### config.mk
export PLATFORM = sky130hd
export DESIGN_NAME = inst_fetch
export DESIGN_NICKNAME = d
export VERILOG_FILES = /design/src/rtl/inst_fetch.sv
export SDC_FILE = /design/constraint.sdc
export NUM_CORES = 1
export LEC_CHECK = 0
export ABC_AREA = 1
export BUFFER_PORTS_ARGS = -buffer_cell sky130_fd_sc_hd__buf_2
export CORE_UTILIZATION = 46
export DETAILED_ROUTE_END_ITERATION = 8
export HOLD_SLACK_MARGIN = 0.12
export PLACE_DENSITY = 0.79
export SYNTH_ARGS = -nofsm -noshare
export SYNTH_HDL_FRONTEND = slang
export SYNTH_SLANG_ARGS = --single-unit
### constraint.sdc
create_clock -name clk -period 1.3 [get_ports clk]
set_input_delay 0.065 -clock clk [delete_from_list [all_inputs] [get_ports clk]]
set_output_delay 0.065 -clock clk [all_outputs]
set_load 0.01 [all_outputs]
### src/rtl/inst_fetch.sv
// IF stage: PC register, instruction memory drive and IF/ID pipeline register.
// Handles stall, delay-slot branch redirect, exception redirect and fetch faults.
module inst_fetch #(
  parameter logic [31:0] RESET_PC   = 32'h0000_0000,
  parameter logic [31:0] EXC_VECTOR = 32'h0000_0180,
  parameter int unsigned IMEM_WORDS = 1024
) (
  input  logic        clk,
  input  logic        rst_n,
  input  logic        stall_i,
  input  logic        br_taken_i,
  input  logic [31:0] br_target_i,
  input  logic        exc_i,
  output logic        inst_ce_o,
  output logic [31:0] inst_addr_o,
  input  logic [31:0] inst_data_i,
  output logic [31:0] if_id_pc_o,
  output logic [31:0] if_id_inst_o,
  output logic        if_id_valid_o,
  output logic        if_id_fault_o
);

  typedef struct packed {
    logic [31:0] pc;
    logic [31:0] inst;
    logic        valid;
    logic        fault;
  } if_id_t;

  localparam logic [32:0] PC_LIMIT = 33'(IMEM_WORDS) << 2;

  logic [31:0] pc;
  logic [31:0] pc_nxt;
  logic        ce;
  logic        fault;
  if_id_t      if_id;
  if_id_t      if_id_nxt;
  if_id_t      fetched;

  assign fault = (pc[1:0] != 2'b00)
               | ({1'b0, pc} >= PC_LIMIT);

  always_comb begin
    fetched.pc    = pc;
    fetched.inst  = fault ? 32'h0 : inst_data_i;
    fetched.valid = 1'b1;
    fetched.fault = fault;
  end

  // exc beats stall; stall beats branch (ID re-asserts it)
  always_comb begin
    pc_nxt    = pc;
    if_id_nxt = if_id;
    priority case (1'b1)
      exc_i: begin
        pc_nxt    = EXC_VECTOR;
        if_id_nxt = '0;
      end
      stall_i: begin
        pc_nxt    = pc;
        if_id_nxt = if_id;
      end
      br_taken_i: begin
        pc_nxt    = br_target_i;
        if_id_nxt = fetched;
      end
      default: begin
        pc_nxt    = pc + 32'd4;
        if_id_nxt = fetched;
      end
    endcase
  end

  always_ff @(posedge clk or negedge rst_n) begin
    if (!rst_n) begin
      pc    <= RESET_PC;
      ce    <= 1'b0;
      if_id <= '0;
    end else begin
      ce <= 1'b1;
      if (ce) begin
        pc    <= pc_nxt;
        if_id <= if_id_nxt;
      end
    end
  end

  assign inst_ce_o     = ce;
  assign inst_addr_o   = pc;
  assign if_id_pc_o    = if_id.pc;
  assign if_id_inst_o  = if_id.inst;
  assign if_id_valid_o = if_id.valid;
  assign if_id_fault_o = if_id.fault;

endmodule

[Yosys cells after proc, flatten, opt, wreduce, memory -nomap -nowiden]
Index checks and enable logic that the tools add are counted.
Word-level totals
  register bits after elaboration: 99
  output and inout port bits: 99
  logic and storage cells: 18
Operators by class
  add/sub/neg operators: 1
  order comparisons: 1
  equality and inequality tests: 1
  multiplexer cells: 6
  bitwise gates (word level): 1
  reductions and logical operators: 2
Operators by type and width (number)
  2-to-1 mux 66 bit: 2
  2-to-1 mux 32 bit: 4
  adder 32 x 3 -> 32 bit, second input constant: 1
  >= comparator 32 x 13 -> 1 bit, second input constant: 1
  != test 2 x 1 -> 1 bit, second input constant: 1
  AND reduction 2 bit: 1
  nonzero test 2 bit: 1
  OR 1 bit: 1

[Longest topological paths before layout]
Gate-level depths: netlist of the first run.
  depth in word-level cells: 5
  depth in mapped cells: 10
  mapped depth without buffers: 10

[Least setup slack after synthesis of the first run]
No wires, ideal clock.
  path kind: reg2reg
  start point: reg pc[2] (netlist: inst_addr_o[2])
  end point: reg pc[16] (netlist: inst_addr_o[16])
  data arrival time: 1.416 ns
  slack: -0.249 ns
  stages on the path, launching flop included: 9
  path through: dfrtp_1 > ha_1 > nand3_1 > nor2_1 > nand3_1 > nand2_1 > nand3_1 > nand2_1 > o21ai_0
On the way
  longest elaborated chain between the ends: 4
RTL lines
  start, declared: line 32  | logic [31:0] pc;
  start signal, assigned: line 82  | pc <= pc_nxt;
  adder 32 x 3 -> 32 bit: line 68  | pc_nxt = pc + 32'd4;
  2-to-1 mux 32 bit (3 in series): line 54  | priority case (1'b1)
No other way between the ends. The select of a mux whose other input is x is not followed.
A chain may end at the register's enable or synchronous reset.

[Final worst setup path of the first run]
  start point: reg pc[21] (netlist: inst_addr_o[21])
  end point: reg pc[30] (netlist: inst_addr_o[30])
The elaborated chain is that of the path after synthesis.

==> key figures, run 1 <==
Cells and area
  • Area delta synth->final: 65.1%
  • N_diodes: 0
  • FF+latch area: 0.00248 mm^2
  • Fillers: 643
  • Nets: 1,064
  • Multi-input logic area: 0.00257 mm^2
  • Share of cells above drive strength 1: 0.393

Placed design
  • Port bufs: 167
  • Routability cong.: 0.941
  • HPWL Detailed: 11.4 mm

Hold path
  • HP Class: in -> reg
  • Min-delay src: exc_i
  • Hold Path Stages: 4
  • WHS Endpoint: inst_addr_o[1]

Setup path
  • CP bufs+invs: 1
  • Reg2reg start: inst_addr_o[21]
  • Worst r2r path cells: 9
  • Crit end category: register
  • Internal reg-to-reg setup slack: -0.36 ns
  • Crit path arrival time: 1.98 ns
  • Worst path slowest cell: dfrtp_1
  • Worst setup SP type: register
  • Most used cell, CP: nand2_1
  • Worst EP required: 1.63 ns
  • Worst R2R End: inst_addr_o[30]
  • CP top delay family: simple AND/OR/NAND/NOR gates
  • Crit path cell chain: buf_4 > nand2_1 > nor2_1 > nand2_1 > nor2_1 > nand3_1 > nand3_1 > nand2_1 > nand2_1
  • CP max FO: 5
  • Kind of critical path: reg -> reg
  • Max incr delay on CP: 0.39 ns

Clock network
  • H-Tree Depth: 3
  • CTS tree: done
  • Skew-Pair Late Insertion Delay: 0.41 ns
  • # clock sinks: 99
  • Largest buffer count on any clock path: 2
  • Root Buffer: clkbuf_8
  • Cts bufs inserted: 9
  • Clock transition at path regs: 0.14 ns

Synth
  • Distinct cells, synth: 25
  • Largest area contributor in the netlist: dfrtp_1
  • EDFF count, synth: 0
  • Area contributors post-synth: dfrtp_1 50%, nand2_1 19%, o21ai_0 7.9%, nor2_1 7.1%, nand3_1 4.3%
  • Mean cell area of the mapped netlist: 7.34 um^2
  • Post-synth ARST share: 1.00
  • Post-synth top area share: 0.505
  • Yosys warnings: 0
  • Syn_nets: 740
  • Top cells by count, synth: 244 x nand2_1, 99 x dfrtp_1, 93 x nor2_1
  • #FFs+latches synth: 99
  • Post-Synthesis Cells: 669
  • Mapped cell area: 0.00491 mm^2
  • Seq/Total Area, Yosys: 0.505
  • Top_reg_cell synth: dfrtp_1
  • Most frequent cell after synthesis: nand2_1

Floorplan
  • Initial Util: 0.475
  • Number of top-level pins: 168
  • Core Area: 0.0103 mm^2
  • Die W: 105 um
  • Rows: 37
  • Chip Height: 105 um
  • Die area: 0.0111 mm^2

Timing
  • Hold Vio Cnt, Final: 0
  • PnR worst setup slack: -0.359 ns
  • Normalized max-slew margin: 0.653
  • RSZ-0062 raised after global routing: yes
  • Period minus WS final: 1.66 ns
  • Hold slack: 0.163 ns
  • Final Cycle Share: 1.28
  • Worst Skew: 0.0343 ns
  • Achievable Freq: 0.603 GHz
  • Worst-Margin Slew: 0.519 ns
  • Endpoints failing setup: 65
  • Slew Limit Fails: 0

Routing
  • Post-route ant nets: 0
  • Wirelength per Cell: 19.3 um
  • # DRC: 0
  • DRT Pass-1 Iters: 6
  • Vias/cell: 5.70
  • Total wire length: 21.9 mm
  • Drt first-iter violations: 799
  • Vias: 6,460

Run
  • Max cap viols: 0

GRT
  • Pin count of the biggest net entering global routing: 54
  • Grt ovf: 0
  • Initial antenna violation count: 0
  • GRT Total Usage: 0.361
  • First-pass GRT wire length: 31.1 mm
  • Vias in the first global route: 6,125

Status
  • Violated checks: negative setup slack
  • Outcome: finished, violations left

Power
  • Maximum vdd drop: 0.706 mV
  • Static Leakage: 4.06 nW
  • Pwr Total: 7.76 mW
  • Power density cells: 958 mW/mm^2
-- worst register-to-register path, cell delays in order, from the launching register on --
cell and delay [ns]:
dfrtp_1 0.39, buf_4 0.15, nand2_1 0.08, nor2_1 0.17
nand2_1 0.14, nor2_1 0.21, nand3_1 0.17, nand3_1 0.14
nand2_1 0.07, nand2_1 0.06
-- stage by stage --
step | instance area, um^2 | instances | setup TNS [ns] | setup WS [ns] | utilization
6_report | 8110 | 1134 | -10.93 | -0.359 | 0.785
5_1_grt | 8110 | 1134 | -13.54 | -0.392 | 0.785
4_1_cts | 7830 | 1126 | -4.28 | -0.156 | 0.758
3_5_place_dp | 6530 | 1024 | -8.37 | -0.258 | 0.632
3_3_place_gp | 6530 | 1024 | -7.51 | -0.229 | 0.632
2_1_floorplan | 4950 | 669 | -0.0144 | -0.0101 | -
-- metal layers --
metal  GRT usage  up-vias  wire, um
met1       0.437     2982      7840
met3      0.0662      161      2150
met2       0.595      533     10300
met5           0        -         0
li1            -     2784         -
met4       0.225        0      1670
-- sequential cells by signal (all words and copies together), names as in the netlist --
name,cells
if_id_fault_o,1
if_id_inst_o,32
inst_ce_o,1
inst_addr_o,32
if_id_valid_o,1
if_id_pc_o,32
-- area by class of cell --
| type | instances | area share |
|---|---|---|
| clock buffers | 10 | 0.0157 |
| clock inverters | 6 | 0.00695 |
| inverters | 42 | 0.0205 |
| multi-input cells | 499 | 0.317 |
| flip-flops and latches | 99 | 0.307 |
| well taps | 136 | 0.0210 |
| repair buffers | 342 | 0.313 |
-- worst max-delay path by stage --
stage,startpoint,cells past startpoint,to
4_1_cts,inst_addr_o[19],9,inst_addr_o[24]
5_1_grt,inst_addr_o[12],6,if_id_inst_o[17]
2_1_floorplan,inst_addr_o[2],10,inst_addr_o[26]
3_5_place_dp,inst_addr_o[12],6,if_id_inst_o[12]
6_report,inst_addr_o[21],9,inst_addr_o[30]
3_3_place_gp,inst_addr_o[12],9,inst_addr_o[30]
-- layout by cell type (no fill, tap or decap), types with 2 or more instances in the layout --
master,n
nand2_1,223
buf_2,163
dfrtp_1,93
buf_4,82
dlygate4sd3_1,68
nor2_1,54
o21ai_1,51
nand3_1,36
inv_1,33
o21ai_0,25
nor2_4,22
nor2_2,19
buf_6,19
nand2_2,14
o21ai_2,12
nand2_4,10
clkbuf_8,9
buf_12,9
nand4_1,7
dfrtp_2,6
inv_2,5
a21oi_1,5
nand3_2,4
o22ai_1,3
nand3_4,2
inv_4,2
clkinvlp_4,2
a21oi_2,2
a22oi_1,2
o211ai_1,2
inv_8,2
clkinv_4,2
-- kinds of logic (layout without fill, tap and decap cells) --
kind of cell / after synthesis / after routing / share of synthesized area
other: 1 / 1 / 0.000764
AO/OA/AOI/OAI: 103 / 103 / 0.110
XOR/XNOR: 1 / 1 / 0.00178
buffers and inverters: 71 / 400 / 0.0586
flip-flops: 99 / 99 / 0.505
AND/OR/NAND/NOR: 392 / 392 / 0.319
adder cells (fa/ha/maj): 2 / 2 / 0.00510
-- power breakdown --
part	internal [mW]	switching (mW)	total, mW
Clock	0.741	1.31	2.05
Combinational	1.01	1.19	2.20
Sequential	3.30	0.206	3.51
Total	5.06	2.71	7.76
-- what timing repair did --
item,CTS,global route
setup buffers,18,11
endpoints found under the hold margin,163,11
gates resized for setup,123,68
setup endpoints to repair,62,84
gates cloned,1,0
pin swaps,18,23
hold buffers,68,1
(Power assumes the default switching activity.)
==> run 2: changes to the inputs <==
--- a/config.mk
+++ b/config.mk
@@ -7,10 +7,11 @@
 export LEC_CHECK = 0
 export ABC_AREA = 1
 export BUFFER_PORTS_ARGS = -buffer_cell sky130_fd_sc_hd__buf_2
-export CORE_UTILIZATION = 46
+export CORE_UTILIZATION = 40
 export DETAILED_ROUTE_END_ITERATION = 8
+export GPL_TIMING_DRIVEN = 1
 export HOLD_SLACK_MARGIN = 0.12
-export PLACE_DENSITY = 0.79
+export PLACE_DENSITY = 0.71
 export SYNTH_ARGS = -nofsm -noshare
 export SYNTH_HDL_FRONTEND = slang
 export SYNTH_SLANG_ARGS = --single-unit
==> run 2 against run 1 <==
Net effect: the flow still finishes with violations (negative setup slack); worst setup slack improved by 0.18 ns; via count decreased by 9.9%; non-clock buffer count increased by 7; maximum frequency increased by 12%; routed wire length decreased by 18%; final cell count increased by 1.6%; critical path type unchanged.
==> key figures, run 2 (synthesis gave the netlist of run 1 again) <==
Status
  • Outcome: finished, violations left
  • Violated checks: negative setup slack

Routing
  • Vias/cell: 5.05 (-11%)
  • Drt first-iter violations: 451 (-44%)
  • Total wire length: 18.0 mm (-18%)
  • Wirelength per Cell: 15.6 um (-19%)
  • # DRC: 0 (unchanged)
  • Vias: 5,822 (-9.9%)
  • DRT Pass-1 Iters: 5 (-1)
  • Post-route ant nets: 0 (unchanged)

Timing
  • Final Cycle Share: 1.14 (-0.137)
  • Slew Limit Fails: 0 (unchanged)
  • Worst Skew: 0.00579 ns (-0.0285 ns)
  • Period minus WS final: 1.48 ns (-0.178 ns)
  • Hold Vio Cnt, Final: 0 (unchanged)
  • RSZ-0062 raised after global routing: yes
  • PnR worst setup slack: -0.181 ns (+0.178 ns)
  • Achievable Freq: 0.675 GHz (+12%)
  • Endpoints failing setup: 61 (-6.2%)

GRT
  • Pin count of the biggest net entering global routing: 42 (-22%)
  • First-pass GRT wire length: 27.9 mm (-10%)
  • Vias in the first global route: 5,632 (-8.0%)
  • GRT Total Usage: 0.282 (-0.0788)
  • Initial antenna violation count: 1 (+1)
  • Grt ovf: 0 (unchanged)

Power
  • Pwr Total: 8.07 mW (+3.9%)
  • Maximum vdd drop: 0.886 mV (+26%)
  • P_sw: 2.42 mW (-11%)
  • Sw Ratio: 0.300 (-0.0490)
  • Reg power frac: 0.432 (-0.020)
  • Static Leakage: 4.11 nW (+1.2%)
  • Internal power: 5.65 mW (+12%)
  • Power density cells: 981 mW/mm^2 (+2.5%)
  • Comb pwr share: 0.264 (-0.020)
  • Clock power frac: 0.304 (+0.040)

Cells and area
  • Nets: 1,071 (+0.66%)
  • Share of cells above drive strength 1: 0.413 (+0.0206)
  • Most common cell after layout, fill and taps aside: nand2_1
  • Area delta synth->final: 67.5%
  • Commonest cells after routing, fill and taps aside: 218 x nand2_1, 166 x buf_2, 100 x buf_4, 95 x dfrtp_1, 64 x dlygate4sd3_1

Floorplan
  • Initial Util: 0.410 (-0.0651)
  • Chip Height: 113 um (+7.1%)
  • Number of top-level pins: 168 (unchanged)
  • Die W: 113 um (+7.1%)
  • Die area: 0.0127 mm^2 (+15%)
  • Rows: 40 (+8.1%)
  • Core Area: 0.0120 mm^2 (+16%)

Clock network
  • Clock transition at path regs: 0.07 ns (-0.07 ns)
  • Root Buffer: clkbuf_16
  • H-Tree Depth: 3 (unchanged)
  • Cts bufs inserted: 9 (unchanged)
  • Largest buffer count on any clock path: 2 (unchanged)
  • # clock sinks: 99 (unchanged)
  • Skew-Pair Late Insertion Delay: 0.34 ns (-0.07 ns)
  • CTS tree: done

Placed design
  • Port bufs: 167 (unchanged)
  • HPWL Detailed: 11.8 mm (+4.3%)
  • Routability cong.: 0.932 (-0.91%)
  • Pre-CTS WS: -0.248 ns (+0.00945 ns)

Setup path
  • Worst setup SP type: register
  • CP max FO: 4 (-1)
  • Kind of critical path: reg -> reg
  • Crit end category: register
  • Worst EP required: 1.56 ns (-0.07 ns)
  • Crit path arrival time: 1.74 ns (-0.24 ns)

Hold path
  • HP Class: in -> reg

Run
  • Max cap viols: 0 (unchanged)
==> run 2: cell types whose count changed in the layout (fill, tap and decap cells not counted), moves of 8 or more <==
| cell | previous run | this run |
|---|---|---|
| buf_4 | 82 | 100 |
| o21ai_2 | 12 | 23 |
| clkbuf_16 | 0 | 9 |
| nand2_2 | 14 | 23 |
| buf_6 | 19 | 10 |
| clkbuf_8 | 9 | 1 |
| o21ai_1 | 51 | 38 |
==> run 2: metrics by stage <==
step | hold slack [ns] | instances | TNS, ns | cell area, um^2 | util
finish | 0.129 | 1152 | -6.92 | 8220 | 0.687
global route | 0.159 | 1152 | -11.73 | 8220 | 0.687
CTS | 0.125 | 1135 | -6.51 | 7890 | 0.660
detailed placement | -0.0383 | 1046 | -8.82 | 6610 | 0.553
global placement | -0.0357 | 1046 | -8.68 | 6610 | 0.553
floorplan | -0.231 | 669 | -0.0144 | 4950 | -
==> run 2: layout make-up <==
| type | count | area (um^2) |
|---|---|---|
| inverters | 42 | 169 |
| diodes | 1 | 2.50 |
| fillers | 930 | 3740 |
| clock buffers | 13 | 250 |
| clock inverters | 2 | 12.5 |
| repair buffers | 349 | 2520 |
| flip-flops and latches | 99 | 2480 |
| multi-input cells | 499 | 2600 |
| well taps | 147 | 184 |
==> run 2: layer usage <==
metal / part of all wire / track usage / vias to the layer above
met3: 0.058 / 0.0487 / 58
met2: 0.48 / 0.456 / 255
met4: 0.038 / 0.124 / 0
li1: - / - / 2798
met1: 0.43 / 0.373 / 2711
met5: 0 / 0 / -
==> run 2: worst max-delay path, stage by stage (launching register included) <==
cell and delay [ns]:
dfrtp_2 0.41, nand2_4 0.07, nor2_4 0.21, buf_4 0.16, nand2_4 0.08, buf_6 0.14, a21oi_2 0.09, o21ai_1 0.07
a22oi_1 0.16
==> run 2: path summary, 6_finish.rpt <==
path / startpoint / end / slack [ns] / depth (start not counted)
setup / recovery: inst_addr_o[3] / inst_addr_o[7] / -0.18 / 8
hold reg to reg: if_id_valid_o / if_id_valid_o / 0.48 / 2
setup reg to reg: inst_addr_o[3] / inst_addr_o[7] / -0.18 / 8
hold / removal: br_target_i[22] / inst_addr_o[22] / 0.13 / 5
max in group asynchronous: rst_n / if_id_valid_o / 0.64 / 3
min in group asynchronous: rst_n / inst_addr_o[28] / 0.16 / 2
==> run 2: power groups by stage <==
stage               logic [mW]  clock network, mW  registers [mW]
CTS                       2.00               2.50            3.48
detailed placement        1.71                  0            3.52
global placement          1.70                  0            3.52
floorplan                0.566                  0            3.66
global route              2.31               2.63            3.51
finish                    2.13               2.45            3.48
==> run 2: timing repair <==
item,in CTS,in global routing
pin swaps,25,25
gates resized for setup,103,88
setup endpoints to repair,60,63
gates cloned,1,0
hold buffers,64,0
setup buffers,9,16
endpoints found under the hold margin,162,0
